<file path="config.mk">
export PLATFORM = sky130hd
export DESIGN_NAME = param_cam_flat
export DESIGN_NICKNAME = d
export VERILOG_FILES = /design/src/rtl/cam_pkg.sv /design/src/rtl/param_cam_if.sv /design/src/rtl/cam_prio_enc.sv /design/src/rtl/param_cam.sv /design/src/flat_wrapper.sv
export SDC_FILE = /design/constraint.sdc
export NUM_CORES = 1
export LEC_CHECK = 0
export CAP_MARGIN = 20
export CORE_MARGIN = 4
export CORE_UTILIZATION = 31
export DETAILED_ROUTE_END_ITERATION = 7
export HOLD_SLACK_MARGIN = 0.12
export PLACE_DENSITY_LB_ADDON = 0.15
export SYNTH_ARGS = -nofsm -noshare
export SYNTH_HDL_FRONTEND = slang
export SYNTH_HIERARCHICAL = 1
export SYNTH_SLANG_ARGS = --single-unit
</file>
<file path="constraint.sdc">
create_clock -name clk -period 2.4 [get_ports clk]
set_input_delay 0.36 -clock clk [delete_from_list [all_inputs] [get_ports clk]]
set_output_delay 0.36 -clock clk [all_outputs]
set_load 0.01 [all_outputs]
</file>
<file path="src/rtl/cam_pkg.sv">
// Shared constants and helpers for the parameterised CAM.
// Holds the default entry width and depth plus the index-width function.
package cam_pkg;

    localparam int CAM_DATA_W_DEF = 8;
    localparam int CAM_DEPTH_DEF  = 8;

    // Index width for a given depth; never narrower than one bit.
    function automatic int cam_idx_w(input int depth);
        return (depth > 1) ? $clog2(depth) : 1;
    endfunction

endpackage

</file>
<file path="src/rtl/param_cam_if.sv">
// Request/result bundle between a CAM client (master) and the CAM (slave).
// Optional feature macro: CAM_MASK_EN adds the srch_mask don't-care input.
interface param_cam_if
    import cam_pkg::*;
#(
    parameter int DATA_W = CAM_DATA_W_DEF,
    parameter int DEPTH  = CAM_DEPTH_DEF,
    parameter int AW     = cam_idx_w(DEPTH)
) ();

    logic              wr_en;
    logic [AW-1:0]     wr_addr;
    logic [DATA_W-1:0] wr_data;
    logic              inv_en;
    logic              clr_all;
    logic              srch_req;
    logic [DATA_W-1:0] srch_key;
`ifdef CAM_MASK_EN
    logic [DATA_W-1:0] srch_mask;
`endif
    logic              srch_done;
    logic [DEPTH-1:0]  match_vec;
    logic              hit;
    logic [AW-1:0]     hit_idx;
    logic [AW:0]       used_cnt;
    logic              full;

    modport master (
        output wr_en, wr_addr, wr_data, inv_en, clr_all, srch_req, srch_key,
`ifdef CAM_MASK_EN
        output srch_mask,
`endif
        input  srch_done, match_vec, hit, hit_idx, used_cnt, full
    );

    modport slave (
        input  wr_en, wr_addr, wr_data, inv_en, clr_all, srch_req, srch_key,
`ifdef CAM_MASK_EN
        input  srch_mask,
`endif
        output srch_done, match_vec, hit, hit_idx, used_cnt, full
    );

endinterface

</file>
<file path="src/rtl/cam_prio_enc.sv">
// Lowest-index-first priority encoder turning a match vector into hit/index.
// Purely combinational; index is 0 when nothing matches.
module cam_prio_enc
    import cam_pkg::*;
#(
    parameter int DEPTH = CAM_DEPTH_DEF,
    parameter int AW    = cam_idx_w(DEPTH)
) (
    input  logic [DEPTH-1:0] match_vec_i,
    output logic             hit_o,
    output logic [AW-1:0]    hit_idx_o
);

    // Scan from the top down so the lowest set bit is the last one assigned.
    always_comb begin
        // NOTE: every output gets a default before any conditional assignment,
        // otherwise synthesis infers a latch to hold the old value.
        hit_o     = |match_vec_i;
        hit_idx_o = '0;
        for (int i = DEPTH - 1; i >= 0; i--) begin
            if (match_vec_i[i]) hit_idx_o = AW'(i);
        end
    end

endmodule

</file>
<file path="src/rtl/param_cam.sv">
// Parameterised content-addressable memory with valid bits and occupancy count.
// Searches take one cycle and see state from before the sampling edge.
// Optional feature macro: CAM_MASK_EN enables per-bit don't-care masking.
module param_cam
    import cam_pkg::*;
#(
    parameter int DATA_W = CAM_DATA_W_DEF,
    parameter int DEPTH  = CAM_DEPTH_DEF,
    parameter int AW     = cam_idx_w(DEPTH)
) (
    input logic        clk,
    input logic        rst,
    param_cam_if.slave bus
);

    localparam logic [AW:0] DEPTH_C = (AW + 1)'(DEPTH);
    localparam logic [AW:0] ONE_C   = (AW + 1)'(1);

    logic [DATA_W-1:0] mem_q [DEPTH];
    logic [DEPTH-1:0]  valid_q, valid_d;
    logic [AW:0]       used_cnt_q, used_cnt_d;
    logic              mem_we;
    logic              addr_ok;

    logic [DEPTH-1:0]  match_d, match_vec_q;
    logic              hit_d, hit_q;
    logic [AW-1:0]     hit_idx_d, hit_idx_q;
    logic              srch_done_q;

    // Addresses beyond the last entry are silently ignored.
    assign addr_ok = ({1'b0, bus.wr_addr} < DEPTH_C);

    // Next valid vector and count; clear beats invalidate beats write.
    always_comb begin
        valid_d    = valid_q;
        used_cnt_d = used_cnt_q;
        mem_we     = 1'b0;
        if (bus.clr_all) begin
            valid_d    = '0;
            used_cnt_d = '0;
        end else if (bus.inv_en) begin
            if (addr_ok && valid_q[bus.wr_addr]) begin
                valid_d[bus.wr_addr] = 1'b0;
                used_cnt_d           = used_cnt_q - ONE_C;
            end
        end else if (bus.wr_en && addr_ok) begin
            mem_we = 1'b1;
            if (!valid_q[bus.wr_addr]) begin
                valid_d[bus.wr_addr] = 1'b1;
                used_cnt_d           = used_cnt_q + ONE_C;
            end
        end
    end

    // Compare the key against every valid entry using pre-edge storage.
    always_comb begin
        match_d = '0;
        for (int i = 0; i < DEPTH; i++) begin
`ifdef CAM_MASK_EN
            match_d[i] = valid_q[i] &&
                         (((mem_q[i] ^ bus.srch_key) & ~bus.srch_mask) == '0);
`else
            match_d[i] = valid_q[i] && (mem_q[i] == bus.srch_key);
`endif
        end
    end

    cam_prio_enc #(
        .DEPTH (DEPTH),
        .AW    (AW)
    ) u_prio_enc (
        .match_vec_i (match_d),
        .hit_o       (hit_d),
        .hit_idx_o   (hit_idx_d)
    );

    // Entry storage: data only, written when the write wins arbitration.
    // NOTE: the data array has no reset; the valid bits alone say whether an
    // entry means anything, and leaving it unreset keeps it as plain flops/RAM.
    always_ff @(posedge clk) begin
        if (mem_we) mem_q[bus.wr_addr] <= bus.wr_data;
    end

    // Control state and registered search results; results hold between searches.
    always_ff @(posedge clk or posedge rst) begin
        // NOTE: non-blocking assignments so every flop samples pre-edge values,
        // which is exactly what makes a same-cycle write invisible to a search.
        if (rst) begin
            valid_q     <= '0;
            used_cnt_q  <= '0;
            srch_done_q <= 1'b0;
            match_vec_q <= '0;
            hit_q       <= 1'b0;
            hit_idx_q   <= '0;
        end else begin
            valid_q     <= valid_d;
            used_cnt_q  <= used_cnt_d;
            srch_done_q <= bus.srch_req;
            if (bus.srch_req) begin
                match_vec_q <= match_d;
                hit_q       <= hit_d;
                hit_idx_q   <= hit_idx_d;
            end
        end
    end

    assign bus.srch_done = srch_done_q;
    assign bus.match_vec = match_vec_q;
    assign bus.hit       = hit_q;
    assign bus.hit_idx   = hit_idx_q;
    assign bus.used_cnt  = used_cnt_q;
    assign bus.full      = (used_cnt_q == DEPTH_C);

endmodule

</file>
<file path="src/flat_wrapper.sv">
// flat-port wrapper written by rule: the top's interface ports become plain ports
module param_cam_flat import cam_pkg::*;
#(
    parameter int DATA_W = CAM_DATA_W_DEF,
    parameter int DEPTH  = CAM_DEPTH_DEF,
    parameter int AW     = cam_idx_w(DEPTH)
)
  (clk, rst, bus_wr_en, bus_wr_addr, bus_wr_data, bus_inv_en, bus_clr_all, bus_srch_req, bus_srch_key, bus_srch_done, bus_match_vec, bus_hit, bus_hit_idx, bus_used_cnt, bus_full);
  param_cam_if #(.DATA_W(DATA_W), .DEPTH(DEPTH), .AW(AW)) bus_i ();
  input logic clk;
  input logic rst;
  input wire logic [$bits(bus_i.wr_en)-1:0] bus_wr_en;
  input wire logic [$bits(bus_i.wr_addr)-1:0] bus_wr_addr;
  input wire logic [$bits(bus_i.wr_data)-1:0] bus_wr_data;
  input wire logic [$bits(bus_i.inv_en)-1:0] bus_inv_en;
  input wire logic [$bits(bus_i.clr_all)-1:0] bus_clr_all;
  input wire logic [$bits(bus_i.srch_req)-1:0] bus_srch_req;
  input wire logic [$bits(bus_i.srch_key)-1:0] bus_srch_key;
  output wire logic [$bits(bus_i.srch_done)-1:0] bus_srch_done;
  output wire logic [$bits(bus_i.match_vec)-1:0] bus_match_vec;
  output wire logic [$bits(bus_i.hit)-1:0] bus_hit;
  output wire logic [$bits(bus_i.hit_idx)-1:0] bus_hit_idx;
  output wire logic [$bits(bus_i.used_cnt)-1:0] bus_used_cnt;
  output wire logic [$bits(bus_i.full)-1:0] bus_full;
  assign bus_i.wr_en = bus_wr_en;
  assign bus_i.wr_addr = bus_wr_addr;
  assign bus_i.wr_data = bus_wr_data;
  assign bus_i.inv_en = bus_inv_en;
  assign bus_i.clr_all = bus_clr_all;
  assign bus_i.srch_req = bus_srch_req;
  assign bus_i.srch_key = bus_srch_key;
  assign bus_srch_done = bus_i.srch_done;
  assign bus_match_vec = bus_i.match_vec;
  assign bus_hit = bus_i.hit;
  assign bus_hit_idx = bus_i.hit_idx;
  assign bus_used_cnt = bus_i.used_cnt;
  assign bus_full = bus_i.full;
  param_cam #(.DATA_W(DATA_W), .DEPTH(DEPTH), .AW(AW)) u_core (.clk(clk), .rst(rst), .bus(bus_i));
endmodule
</file>
==> impl_metrics.csv <==
group,metric,value,unit
final_layout,multi_input_area,0.00151,mm²
sta,fmax,435,MHz
final_layout,n_fill_cell,1219,
grt,grt_max_degree,26,
sta,worst_slew_pin_slew,558,ps
sta,finalSetupViolations,0,
job,maxCapViolations,0,
final_layout,regArea,0.00255,mm²
final_layout,final_util,0.428,
synthesis,async_reset_ff_frac,0.281,
synthesis,syn_inst,302,
clock_network,clock_latency,340,ps
pwr,ir_worst_vdd,0.292,mV
floorplan,initial_core_util,0.321,
sta,skew,6.60,ps
final_layout,mostFrequentLayoutCell,"edfxtp_1",
grt,grt_pass1_wl,15.3,mm
grt,track_usage,0.139,
final_layout,drive_above_1_share,0.244,
critical_path,worstPathRequired,2620,ps
floorplan,pin_count,43,
critical_path,critical-path-slowest-cell,"clkdlybuf4s50_1",
floorplan,core,0.0128,mm²
sta,min_period,2300,ps
clock_network,path_clk_slew,60,ps
worst_hold_path,worstHoldPathType,"input port to async pin",
synthesis,synth.area.top_cells,"edfxtp_1, dfrtp_1, xnor2_1",
clock_network,htree_levels,3,
routing,wire_per_inst,17.4,µm
sta,slew-limit-headroom,0.627,
routing,viasPerCell,4.58,
routing,drc,0,
routing,drt-total-wl,10.0,mm
status,status,"complete, no violations",
place,place_ws,-368,ps
sta,drv_slew,0,
synthesis,yosys_warnings,6,
final_layout,syn_to_final_growth,33.6,%
sta,hold_viol,0,
grt,antenna_found_initial,0,
routing,final_antenna_net_count,0,
sta,min_period_over_period,0.959,
clock_network,cts.path.max_buffers,2,
critical_path,end_kind,"flip-flop",
synthesis,synth_edf_count,64,
synthesis,syn_avg_cell_area,13.6,µm²
routing,first_pass_iters,4,
sta,layout_setup_ws,99.3,ps
grt,grt_pass1_vias,2657,
floorplan,num_rows,41,
critical_path,critPathKind,"input port to flip-flop",
synthesis,ys_seq_elements,89,
clock_network,clkSinkCount,89,
synthesis,synth_area,0.00411,mm²
synthesis,ys_seq_area_frac,0.619,
pwr,power,3550,µW
place,dpl.hpwl,7.43,mm
floorplan,die_area,0.0152,mm²
synthesis,yosysTopAreaCellShare,0.467,
floorplan,fp.dieH,123,µm
clock_network,cts_tree,"built",
grt,grt_overflow_total,0,
place,gp_congestion,0.824,
pwr,static-leakage-power,0.00212,µW
critical_path,crit_path_max_incr_delay,500,ps
final_layout,mostFrequentLayoutCells,"edfxtp_1, buf_4, clkdlybuf4s50_1, xnor2_1, xor2_1",
clock_network,numCtsBuffers,9,
synthesis,synth_largest_area_cell,"edfxtp_1",
critical_path,path_cells,"clkdlybuf4s50_1 -> buf_4 -> xnor2_1 -> nand4_1 -> nor4_1 -> and3_1 -> inv_1 -> a21oi_1 -> o41ai_2 -> mux2_2",
critical_path,crit_arrival,2520,ps
place,port_buffers,42,
floorplan,fp.dieW,123,µm
critical_path,cp-start-kind,"input port",
sta,finalSetupTns,0,ps
clock_network,hold_buffers,0,
critical_path,cp_max_fo,7,
synthesis,ys.flop_type,"edfxtp_1",
synthesis,synth_cell_types,44,
routing,drt_iter0_markers,223,
synthesis,syn-num-nets,330,
clock_network,cts-root-buf,"clkbuf_16",
final_layout,final_nets,428,
routing,vias,2645,
pwr,power_density,645,mW/mm²
final_layout,antenna_cells,0,
state kept, by name, summed over array words and instances, names as in the netlist:
name                  count
u_core/bus.hit            1
u_core/bus.srch_done      1
u_core/bus.used_cnt       4
u_core/valid_q            8
u_core/bus.match_vec      8
u_core/bus.hit_idx        3
u_core/mem_q             64
routing by layer:
layer | global-route usage | routed length, µm
met1 | 0.207 | 5040
met2 | 0.201 | 4480
met3 | 0.0256 | 353
met4 | 0.0505 | 161
met5 | 0 | 0
critical path: cells and delay by family:
family | cells | cell delay [ps]
multiplexers | 1 | 260
XOR/XNOR | 1 | 160
AND/OR/NAND/NOR | 3 | 710
buffers and inverters | 3 | 770
AO/OA/AOI/OAI | 2 | 260
power by group:
part           switching [µW]  internal [µW]
clock                     555            905
sequential               26.6           1680
combinational             190            183
worst paths after layout:
kind	startpoint	to	slack [ps]	cells past startpoint
worst max-delay path	bus_srch_key[2]	u_core/bus.hit_idx[0]	100	10
worst min-delay path	rst	u_core/bus.match_vec[1]	390	3
worst max register to register	u_core/mem_q[2][2]	u_core/bus.hit_idx[0]	250	10
worst min register to register	u_core/bus.hit	u_core/bus.hit	510	1
max in group asynchronous	rst	u_core/valid_q[1]	1750	3
min in group clk	u_core/bus.hit	u_core/bus.hit	510	1
layout make-up:
type / count / share of cell area
Clock buffer: 10 / 0.0417
Clock inverter: 6 / 0.0150
Inverter: 10 / 0.00683
Multi-Input combinational cell: 190 / 0.274
Sequential cell: 89 / 0.464
Tap cell: 172 / 0.0392
Timing Repair Buffer: 100 / 0.159
cell families (layout without fill, tap and decap cells):
logic type	Yosys count	in the layout	share of synthesized area
adder cells (fa/ha/maj)	3	3	0.0110
XOR/XNOR	65	65	0.138
multiplexers	17	17	0.0453
AND/OR/NAND/NOR	69	69	0.0904
AO/OA/AOI/OAI	36	36	0.0688
flip-flops	89	89	0.619
buffers and inverters	23	126	0.0268
through the flow:
| stage | hold slack (ps) | std cells | instance area, µm² |
|---|---|---|---|
| floorplan | 387 | 302 | 4110 |
| global placement | 492 | 559 | 5110 |
| global route | 423 | 577 | 5490 |
| CTS | 392 | 575 | 5430 |
| detailed placement | 498 | 559 | 5110 |
| finish | 387 | 577 | 5490 |
synth_stat cells (all sizes together) (2+ instances only):
| master | number |
|---|---|
| a311oi | 2 |
| inv | 10 |
| ha | 2 |
| nand2 | 7 |
| o31ai | 2 |
| buf | 10 |
| xor2 | 32 |
| nand4 | 6 |
| mux2i | 4 |
| edfxtp | 64 |
| nor4 | 12 |
| and3 | 7 |
| a21oi | 5 |
| mux2 | 13 |
| o21a | 2 |
| nor2b | 5 |
| nand3 | 5 |
| xnor2 | 33 |
| dfrtp | 25 |
| o21ai | 5 |
| nor3 | 6 |
| a31oi | 3 |
| a211oi | 7 |
| nor2 | 17 |
| clkbuf | 3 |
| a2111oi | 2 |
timing repair:
item / 4_1_cts / 5_1_grt
setup endpoints to repair: 1 / 3
buffers inserted: 0 / 2
pin swaps: 0 / 4
resized for setup: 1 / 10
Power figures use the tool's default switching activity.
